===== config.mk =====
export PLATFORM = sky130hd
export DESIGN_NAME = seg7_score_decoder_flat
export DESIGN_NICKNAME = d
export VERILOG_FILES = /design/src/rtl/seg7_score_decoder_if.sv /design/src/rtl/seg7_score_decoder.sv /design/src/flat_wrapper.sv
export SDC_FILE = /design/constraint.sdc
export NUM_CORES = 1
export LEC_CHECK = 0
export CAP_MARGIN = 20
export CORE_ASPECT_RATIO = 0.7
export CORE_MARGIN = 2
export CORE_UTILIZATION = 62
export CTS_CLUSTER_DIAMETER = 200
export CTS_CLUSTER_SIZE = 8
export DETAILED_ROUTE_END_ITERATION = 10
export HOLD_SLACK_MARGIN = 0.15
export PLACE_DENSITY = 0.86
export SYNTH_ARGS = -nofsm -noshare
export SYNTH_HDL_FRONTEND = slang
export SYNTH_SLANG_ARGS = --single-unit

===== constraint.sdc =====
create_clock -name clk_1khz_i -period 7.1 [get_ports clk_1khz_i]
set_input_delay 1.775 -clock clk_1khz_i [delete_from_list [all_inputs] [get_ports clk_1khz_i]]
set_output_delay 1.775 -clock clk_1khz_i [all_outputs]
set_load 0.05 [all_outputs]

===== src/rtl/seg7_score_decoder_if.sv =====
// Segment inputs and decoded score outputs of the seven-segment score reader.
// The decoder uses the slave view; whatever drives the segment lines uses the master view.
interface seg7_score_decoder_if;
  logic [6:0] seg_tens_i;
  logic [6:0] seg_ones_i;
  logic       clear_i;
  logic [3:0] tens_o;
  logic [3:0] ones_o;
  logic [6:0] score_o;
  logic       valid_o;
  logic       change_o;
  logic       err_o;

  modport master (
    output seg_tens_i, seg_ones_i, clear_i,
    input  tens_o, ones_o, score_o, valid_o, change_o, err_o
  );

  modport slave (
    input  seg_tens_i, seg_ones_i, clear_i,
    output tens_o, ones_o, score_o, valid_o, change_o, err_o
  );
endinterface


===== src/rtl/seg7_score_decoder.sv =====
// Reads a two-digit seven-segment scoreboard and publishes the score once it is stable.
// The segments are synchronized and debounced, then decoded to BCD and binary.
module seg7_score_decoder #(
  parameter int unsigned STABLE_CYCLES = 8
) (
  input  logic                 clk_1khz_i,
  input  logic                 rst_n_i,
  seg7_score_decoder_if.slave  bus
);

  typedef enum logic [1:0] {SETTLE, CAPTURE, LOCKED} state_e;

  // Leaving SETTLE on the edge where the counter becomes STABLE_CYCLES-1 gives a
  // capture on edge STABLE_CYCLES+3 after the input change.
  localparam logic [7:0] CNT_LAST = 8'(STABLE_CYCLES - 2);

  state_e      state_q, state_d;
  logic [13:0] sync1_q, sync1_d;
  logic [13:0] sync2_q, sync2_d;
  logic [13:0] prev_q, prev_d;
  logic [13:0] lock_q, lock_d;
  logic [7:0]  cnt_q, cnt_d;
  logic [3:0]  tens_q, tens_d;
  logic [3:0]  ones_q, ones_d;
  logic [6:0]  score_q, score_d;
  logic        valid_q, valid_d;
  logic        err_q, err_d;
  logic        change_q, change_d;

  logic        same;
  logic [7:0]  cnt_inc;
  logic [4:0]  tens_res;
  logic [4:0]  ones_res;
  logic        legal;
  logic [6:0]  score_new;

  // Returns {legal, bcd}; blank is legal only where leading-zero suppression applies.
  function automatic logic [4:0] decode_digit(input logic [6:0] pat, input logic blank_ok);
    case (pat)
      7'h3F:   return {1'b1, 4'd0};
      7'h06:   return {1'b1, 4'd1};
      7'h5B:   return {1'b1, 4'd2};
      7'h4F:   return {1'b1, 4'd3};
      7'h66:   return {1'b1, 4'd4};
      7'h6D:   return {1'b1, 4'd5};
      7'h7D:   return {1'b1, 4'd6};
      7'h07:   return {1'b1, 4'd7};
      7'h7F:   return {1'b1, 4'd8};
      7'h6F:   return {1'b1, 4'd9};
      7'h00:   return {blank_ok, 4'd0};
      default: return 5'b0_0000;
    endcase
  endfunction

  always_comb begin
    sync1_d   = {bus.seg_tens_i, bus.seg_ones_i};
    sync2_d   = sync1_q;
    prev_d    = sync2_q;
    lock_d    = lock_q;
    state_d   = state_q;
    cnt_d     = cnt_q;
    tens_d    = tens_q;
    ones_d    = ones_q;
    score_d   = score_q;
    valid_d   = valid_q;
    err_d     = err_q;
    change_d  = 1'b0;

    same      = (sync2_q == prev_q);
    cnt_inc   = (cnt_q == 8'hFF) ? cnt_q : cnt_q + 8'd1;
    tens_res  = decode_digit(prev_q[13:7], 1'b1);
    ones_res  = decode_digit(prev_q[6:0], 1'b0);
    legal     = tens_res[4] & ones_res[4];
    score_new = ({3'b000, tens_res[3:0]} * 7'd10) + {3'b000, ones_res[3:0]};

    if (bus.clear_i) begin
      state_d = SETTLE;
      cnt_d   = '0;
      tens_d  = '0;
      ones_d  = '0;
      score_d = '0;
      valid_d = 1'b0;
      err_d   = 1'b0;
    end else begin
      case (state_q)
        SETTLE: begin
          if (same) begin
            cnt_d = cnt_inc;
            if (cnt_q >= CNT_LAST) begin
              state_d = CAPTURE;
            end
          end else begin
            cnt_d = '0;
          end
        end
        CAPTURE: begin
          state_d = LOCKED;
          lock_d  = prev_q;
          if (legal) begin
            tens_d   = tens_res[3:0];
            ones_d   = ones_res[3:0];
            score_d  = score_new;
            valid_d  = 1'b1;
            change_d = (score_new != score_q) || !valid_q;
          end else begin
            err_d = 1'b1;
          end
        end
        LOCKED: begin
          // Compare against the captured pattern so a change landing on the capture cycle is not lost.
          if (sync2_q != lock_q) begin
            state_d = SETTLE;
            cnt_d   = '0;
          end
        end
        default: begin
          state_d = SETTLE;
          cnt_d   = '0;
        end
      endcase
    end
  end

  always_ff @(posedge clk_1khz_i or negedge rst_n_i) begin
    if (!rst_n_i) begin
      state_q  <= SETTLE;
      sync1_q  <= '0;
      sync2_q  <= '0;
      prev_q   <= '0;
      lock_q   <= '0;
      cnt_q    <= '0;
      tens_q   <= '0;
      ones_q   <= '0;
      score_q  <= '0;
      valid_q  <= 1'b0;
      err_q    <= 1'b0;
      change_q <= 1'b0;
    end else begin
      state_q  <= state_d;
      sync1_q  <= sync1_d;
      sync2_q  <= sync2_d;
      prev_q   <= prev_d;
      lock_q   <= lock_d;
      cnt_q    <= cnt_d;
      tens_q   <= tens_d;
      ones_q   <= ones_d;
      score_q  <= score_d;
      valid_q  <= valid_d;
      err_q    <= err_d;
      change_q <= change_d;
    end
  end

  assign bus.tens_o   = tens_q;
  assign bus.ones_o   = ones_q;
  assign bus.score_o  = score_q;
  assign bus.valid_o  = valid_q;
  assign bus.err_o    = err_q;
  assign bus.change_o = change_q;

endmodule

===== src/flat_wrapper.sv =====
// flat-port wrapper written by rule: the top's interface ports become plain ports
module seg7_score_decoder_flat 
#(
  parameter int unsigned STABLE_CYCLES = 8
)
  (clk_1khz_i, rst_n_i, bus_seg_tens_i, bus_seg_ones_i, bus_clear_i, bus_tens_o, bus_ones_o, bus_score_o, bus_valid_o, bus_change_o, bus_err_o);
  seg7_score_decoder_if bus_i ();
  input  logic clk_1khz_i;
  input  logic rst_n_i;
  input wire logic [$bits(bus_i.seg_tens_i)-1:0] bus_seg_tens_i;
  input wire logic [$bits(bus_i.seg_ones_i)-1:0] bus_seg_ones_i;
  input wire logic [$bits(bus_i.clear_i)-1:0] bus_clear_i;
  output wire logic [$bits(bus_i.tens_o)-1:0] bus_tens_o;
  output wire logic [$bits(bus_i.ones_o)-1:0] bus_ones_o;
  output wire logic [$bits(bus_i.score_o)-1:0] bus_score_o;
  output wire logic [$bits(bus_i.valid_o)-1:0] bus_valid_o;
  output wire logic [$bits(bus_i.change_o)-1:0] bus_change_o;
  output wire logic [$bits(bus_i.err_o)-1:0] bus_err_o;
  assign bus_i.seg_tens_i = bus_seg_tens_i;
  assign bus_i.seg_ones_i = bus_seg_ones_i;
  assign bus_i.clear_i = bus_clear_i;
  assign bus_tens_o = bus_i.tens_o;
  assign bus_ones_o = bus_i.ones_o;
  assign bus_score_o = bus_i.score_o;
  assign bus_valid_o = bus_i.valid_o;
  assign bus_change_o = bus_i.change_o;
  assign bus_err_o = bus_i.err_o;
  seg7_score_decoder #(.STABLE_CYCLES(STABLE_CYCLES)) u_core (.clk_1khz_i(clk_1khz_i), .rst_n_i(rst_n_i), .bus(bus_i));
endmodule

==> After elaboration in Yosys (flattened, before gate mapping) <==
Cells that the tools add are included.
{ "word_totals": {"reg_bits": 84} }
{ "classes": {"addsub": 2, "multipliers": 1, "magnitude_cmp": 1, "n_eq_ne": 32, "muxes": 30, "n_bitwise": 2, "n_reduce_logical": 12} }
{ "op_table": {"columns": ["cell", "count"], "rows": [
  ["case mux 5 bit (10 select lines)", 2],
  ["equality test 7 bit, second input constant", 14],
  ["2-to-1 mux 8 bit", 4],
  ["equality test 7 x 3 -> 1 bit, second input constant", 4],
  ["2-to-1 mux 4 bit", 6],
  ["case mux 8 bit (3 select lines)", 1],
  ["2-to-1 mux 7 bit", 3],
  ["equality test 14 bit", 1],
  ["equality test 7 x 6 -> 1 bit, second input constant", 2],
  ["inequality test 14 bit", 1],
  ["2-to-1 mux 1 bit", 9],
  ["inequality test 3 x 2 -> 1 bit, second input constant", 3],
  ["adder 8 x 1 -> 8 bit, second input constant", 1],
  ["equality test 8 bit, second input constant", 1],
  ["greater-or-equal comparator 8 x 3 -> 1 bit, second input constant", 1],
  ["2-to-1 mux 2 bit", 4],
  ["adder 7 x 4 -> 7 bit", 1],
  ["zero test 7 bit", 1],
  ["inequality test 7 bit", 1],
  ["multiplier 4 x 3 -> 6 bit, second input constant", 1],
  ["case mux 2 bit (3 select lines)", 1],
  ["AND reduction 2 bit", 3],
  ["AND reduction 3 bit", 2],
  ["inequality test 2 bit, second input constant", 2],
  ["other kinds (10)", 11]
]} }

==> Longest topological paths before layout <==
{ "depth": {"word_depth": 10, "depth_mapped": 13} }

==> Worst setup path after synthesis <==
Ideal clock, no wire load.
{ "synth_timing": {"kind": "input-to-reg", "startpoint": "in bus_clear_i", "endpoint": "reg u_core.cnt_q[1]", "t_arrival_ns": 3.255, "slack_ns": 3.763, "path_stages": 8, "path_cell_list": "clkbuf_1 -> nor2_1 -> nand4_1 -> or3_1 -> nor2_1 -> clkbuf_1 -> nand2_1 -> o22ai_1"} }
{ "synth_between": {"elab_chain_cells": 2, "word_cells_on_any_way": 5} }
{ "synth_lines": {"columns": ["item", "line_no", "source"], "rows": [
  ["start, declared", "flat_wrapper.sv:12", "input wire logic [$bits(bus_i.clear_i)-1:0] bus_clear_i;"],
  ["inequality test 4 bit (no source line) (tied with other cells)", null, null],
  ["AND reduction 3 bit (no source line)", null, null],
  ["end signal, assigned", "seg7_score_decoder.sv:144", "cnt_q <= cnt_d;"],
  ["end, declared", "seg7_score_decoder.sv:22", "logic [7:0] cnt_q, cnt_d;"]
]} }
Parallel ways exist; a longest one is shown, timed or not.
A chain may end at the register's enable or synchronous reset.

==> Worst setup path after layout <==
{ "layout_timing": {"startpoint": "in bus_clear_i", "endpoint": "reg u_core.cnt_q[0]"} }
Same word-level chain as after synthesis.

==> results by group <==
Run status
  – Status: completed

Synth
  – Area share of xor/xnor cells in the synthesized design: 9.24%
  – Post-synth EDFFs: 0
  – Main combinational cell family by area after synthesis: simple AND/OR/NAND/NOR gates
  – Leading cell types by count after synthesis: sky130_fd_sc_hd__dfrtp_1, sky130_fd_sc_hd__nor2_1, sky130_fd_sc_hd__xnor2_1
  – Number of distinct library cells after synthesis: 50
  – Cell area after technology mapping: just under 0.004 mm²
  – YS warnings: 0
  – Sequential share of the synthesized area: between 50% and 60%
  – Ys flop type: sky130_fd_sc_hd__dfrtp_1
  – Synthesized-area fraction occupied by and/or/nand/nor cells: 13.8%
  – Seq cells post-synth: 83
  – Compound-Gate Fraction of Synth Area: around 7.7%
  – Cell types occupying the most area after synthesis: sky130_fd_sc_hd__dfrtp_1, sky130_fd_sc_hd__xnor2_1, sky130_fd_sc_hd__mux2i_1
  – Post-synthesis instance total: 327
  – Proportion of register bits with asynchronous set or reset after synthesis: 100%
  – Mux share of post-synthesis cell area: 8.70%
  – Synth Net Count: 354
  – Most frequent cell after synthesis: sky130_fd_sc_hd__dfrtp_1
  – Synthesized area per cell: between 10 and 15 µm²
  – Fraction of synthesized cell area taken by the top area cell type: ~53%
  – Adder and majority gate portion of the synthesized area: under 10%
  – Cell accounting for the most synthesized area: sky130_fd_sc_hd__dfrtp_1

Setup path
  – Worst-path cell chain: clkdlybuf4s50_1 -> nor2_1 -> nand4_1 -> or3_1 -> nor2_1 -> nand2_1 -> mux2i_1
  – Cells on worst reg2reg path: 11
  – Top delay family on crit path: simple AND/OR/NAND/NOR gates
  – Startpoint type of the worst setup path: input port
  – Endpoint type of the worst setup path: flop
  – Worst setup path start: bus_clear_i
  – Critical Path RT: 7.37 ns
  – Setup slack of the worst register-to-register path: approximately 3.1 ns
  – Longest individual stage delay on the worst path: ~0.77 ns
  – Data arrival time of the worst path: roughly 4.3 ns
  – Path type of the worst setup path: input port to flop
  – Critical Path Slowest Stage Cell: sky130_fd_sc_hd__clkdlybuf4s50_1
  – Maximum fanout encountered on the critical timing path: 18
  – Worst reg2reg path startpoint: u_core.prev_q[11]
  – Endpoint of the lowest-slack register-to-register path: u_core.bus.change_o
  – Number of buffer and inverter instances along the worst setup path: 1
  – Cell with the most instances on the worst path: sky130_fd_sc_hd__nor2_1
  – Cell count along the critical path: 7

Place
  – Area post-placement: roughly 0.0042 mm²
  – Port Buffer Count: 34
  – Gpl congestion: ~0.77
  – Final HPWL from detailed placement: approximately 5 mm

Clocking
  – Clock slew at the register clock pins of the worst setup and hold paths: 0.09 ns
  – Count of buffers added by post-CTS timing repair for setup: 0
  – Clock tree root driver cell: sky130_fd_sc_hd__clkbuf_8
  – CTS tree: done
  – Number of hold buffers added after cts: 0
  – H-tree depth reported by CTS: 3
  – CTS Buffer Depth: 2
  – # resized after CTS: 0
  – Source-to-sink clock delay at the later pin of the worst-skew pair: ~0.36 ns
  – Clock sink total: 83
  – CTS Buf Count: 9

GRT
  – Global routing usage summed across all routing layers: around 22%
  – Initial antenna violation count: 0
  – Vias in the first global route: 2446
  – Maximum number of pins on one net before global-route repair: 84
  – Residual overflow from global routing: 0
  – First-pass GRT wire length: 11.8 mm

Finish
  – Area Overhead vs Synth: 14.1%
  – Number of diodes: 0
  – Share of cells above drive strength 1: approximately an eighth
  – Finished layout cell area: approximately 0.0044 mm²
  – Number of nets in the final layout: ~380

STA
  – Hold violation count in the final report: 0
  – Setup repair after global routing missed its margin: no
  – Final slew viol count: 0
  – Share of the clock period used by the worst path: a little under three fifths
  – Fin crit period: 4.03 ns
  – Final total negative setup slack: 0 ns
  – Worst Hold Slack: between 0.3 and 0.4 ns
  – Headroom to the max-slew limit: roughly 28%
  – Fmax: approximately 0.25 GHz
  – Final setup violating endpoints: 0
  – Skew final: approximately 0.010 ns
  – Worst Tran Pin Value: between 1 and 1.5 ns

Power and ir drop
  – Share of power burned in combinational logic: roughly 5.5%
  – Switch share: 25.4%
  – Cell internal power dissipation: approximately 0.00065 W
  – Leakage power summed over all cells: approximately 1.9 nW
  – Areal power density over the cells: around 200 mW/mm²
  – Worst-case vdd ir drop: ~0.16 mV
  – Fraction of power consumed by the clock network: approximately 37%
  – Switching power: ~0.00022 W
  – Portion of total power attributed to sequential cells: 57.6%

Drt
  – Via count: ~2600
  – Number of DRC markers in iteration 0: 158
  – Avg Vias per Cell: roughly 6
  – Final antenna-violating net count: 0
  – 1st-pass router iterations: 5
  – DRC: 0
  – Routed wirelength normalized by instance count: between 15 and 20 µm
  – Wire length reported by the detailed router: roughly 7.1 mm

Worst hold path
  – Min-delay worst type: flop to flop
  – Worst Hold End: u_core.prev_d[7]
  – Hold Crit Depth: 0
  – Worst Min Path Start: u_core.sync1_q[7]

Floorplanning
  – Die span in y: ~70 µm
  – Full die area: just under 0.007 mm²
  – Placement Rows: 24
  – Die boundary width: a little under 100 µm
  – Starting utilization of the core area: 63.1%
  – Area of the core region: 0.00616 mm²
  – Number of ports placed on the die boundary: 35

Run
  – Count of max-cap constraint violations: 0
-- placed cells by master (no fill, tap or decap), types with 4 or more instances in the layout --
cell and n:
sky130_fd_sc_hd__a21oi_1 9, sky130_fd_sc_hd__ha_1 8, sky130_fd_sc_hd__nand3_1 13, sky130_fd_sc_hd__mux2i_1 18
sky130_fd_sc_hd__clkbuf_8 10, sky130_fd_sc_hd__nand4_1 10, sky130_fd_sc_hd__nor3_1 4, sky130_fd_sc_hd__xor2_1 18
sky130_fd_sc_hd__nor2_1 28, sky130_fd_sc_hd__xnor2_1 23, sky130_fd_sc_hd__mux2_2 14, sky130_fd_sc_hd__nand2_1 17
sky130_fd_sc_hd__dfrtp_1 83, sky130_fd_sc_hd__o21a_1 4, sky130_fd_sc_hd__nor4_1 5, sky130_fd_sc_hd__inv_1 5
sky130_fd_sc_hd__clkdlybuf4s50_1 33
-- power groups by stage --
stage               clock [W]  sequential, W  combinational (W)
floorplan                   0       0.000500          0.0000352
finish               0.000322       0.000503          0.0000481
detailed placement          0       0.000512          0.0000468
global route         0.000347       0.000505          0.0000535
CTS                  0.000326       0.000503          0.0000470
global placement            0       0.000511          0.0000454
-- cell type report --
cell class	count	area (µm²)
well taps	78	97.6
clock inverters	6	53.8
inverters	5	18.8
clock buffers	10	138
fillers	424	1720
flip-flops and latches	83	2080
multi-input cells	219	1680
repair buffers	36	373
-- flip-flops by register name, indices dropped and copies added (netlist names) --
name	count
u_core.bus.ones_o	3
u_core.prev_q	14
u_core.bus.err_o	1
u_core.prev_d	14
u_core.bus.score_o	7
u_core.sync1_q	14
u_core.state_q	2
u_core.lock_q	14
u_core.bus.change_o	1
u_core.cnt_q	8
u_core.bus.valid_o	1
u_core.bus.tens_o	4
-- worst max-delay path by stage --
stage,to,slack [ns]
6_report,u_core.cnt_q[0],3.07
5_1_grt,u_core.bus.change_o,2.78
4_1_cts,u_core.cnt_q[0],3.09
3_5_place_dp,u_core.cnt_q[0],2.70
3_3_place_gp,u_core.cnt_q[6],2.87
2_1_floorplan,u_core.cnt_q[1],3.76
-- layer usage --
metal,track usage [%],wire (µm),vias to the layer above
met2,33.9,3300,90
met1,30.9,3270,1301
li1,-,-,1207
met5,0,0,-
met3,5.11,383,14
met4,7.31,109,0
-- logic make-up after synthesis --
group	after synthesis
buf+inv	25
mux	32
simple gates	99
flops	83
compound gates	37
xor+xnor	41
fa+ha+maj	10
-- stage by stage --
step | utilization (%) | cells | power, W | setup slack, ns
after floorplan | - | 327 | 0.000535 | 3.76
after global placement | 68.5 | 420 | 0.000556 | 2.87
after detailed placement | 68.5 | 420 | 0.000559 | 2.70
after CTS | 71.6 | 436 | 0.000876 | 3.09
after global routing | 72.0 | 437 | 0.000906 | 2.78
final | 72.0 | 437 | 0.000873 | 3.07
Power figures use the tool's default switching activity.
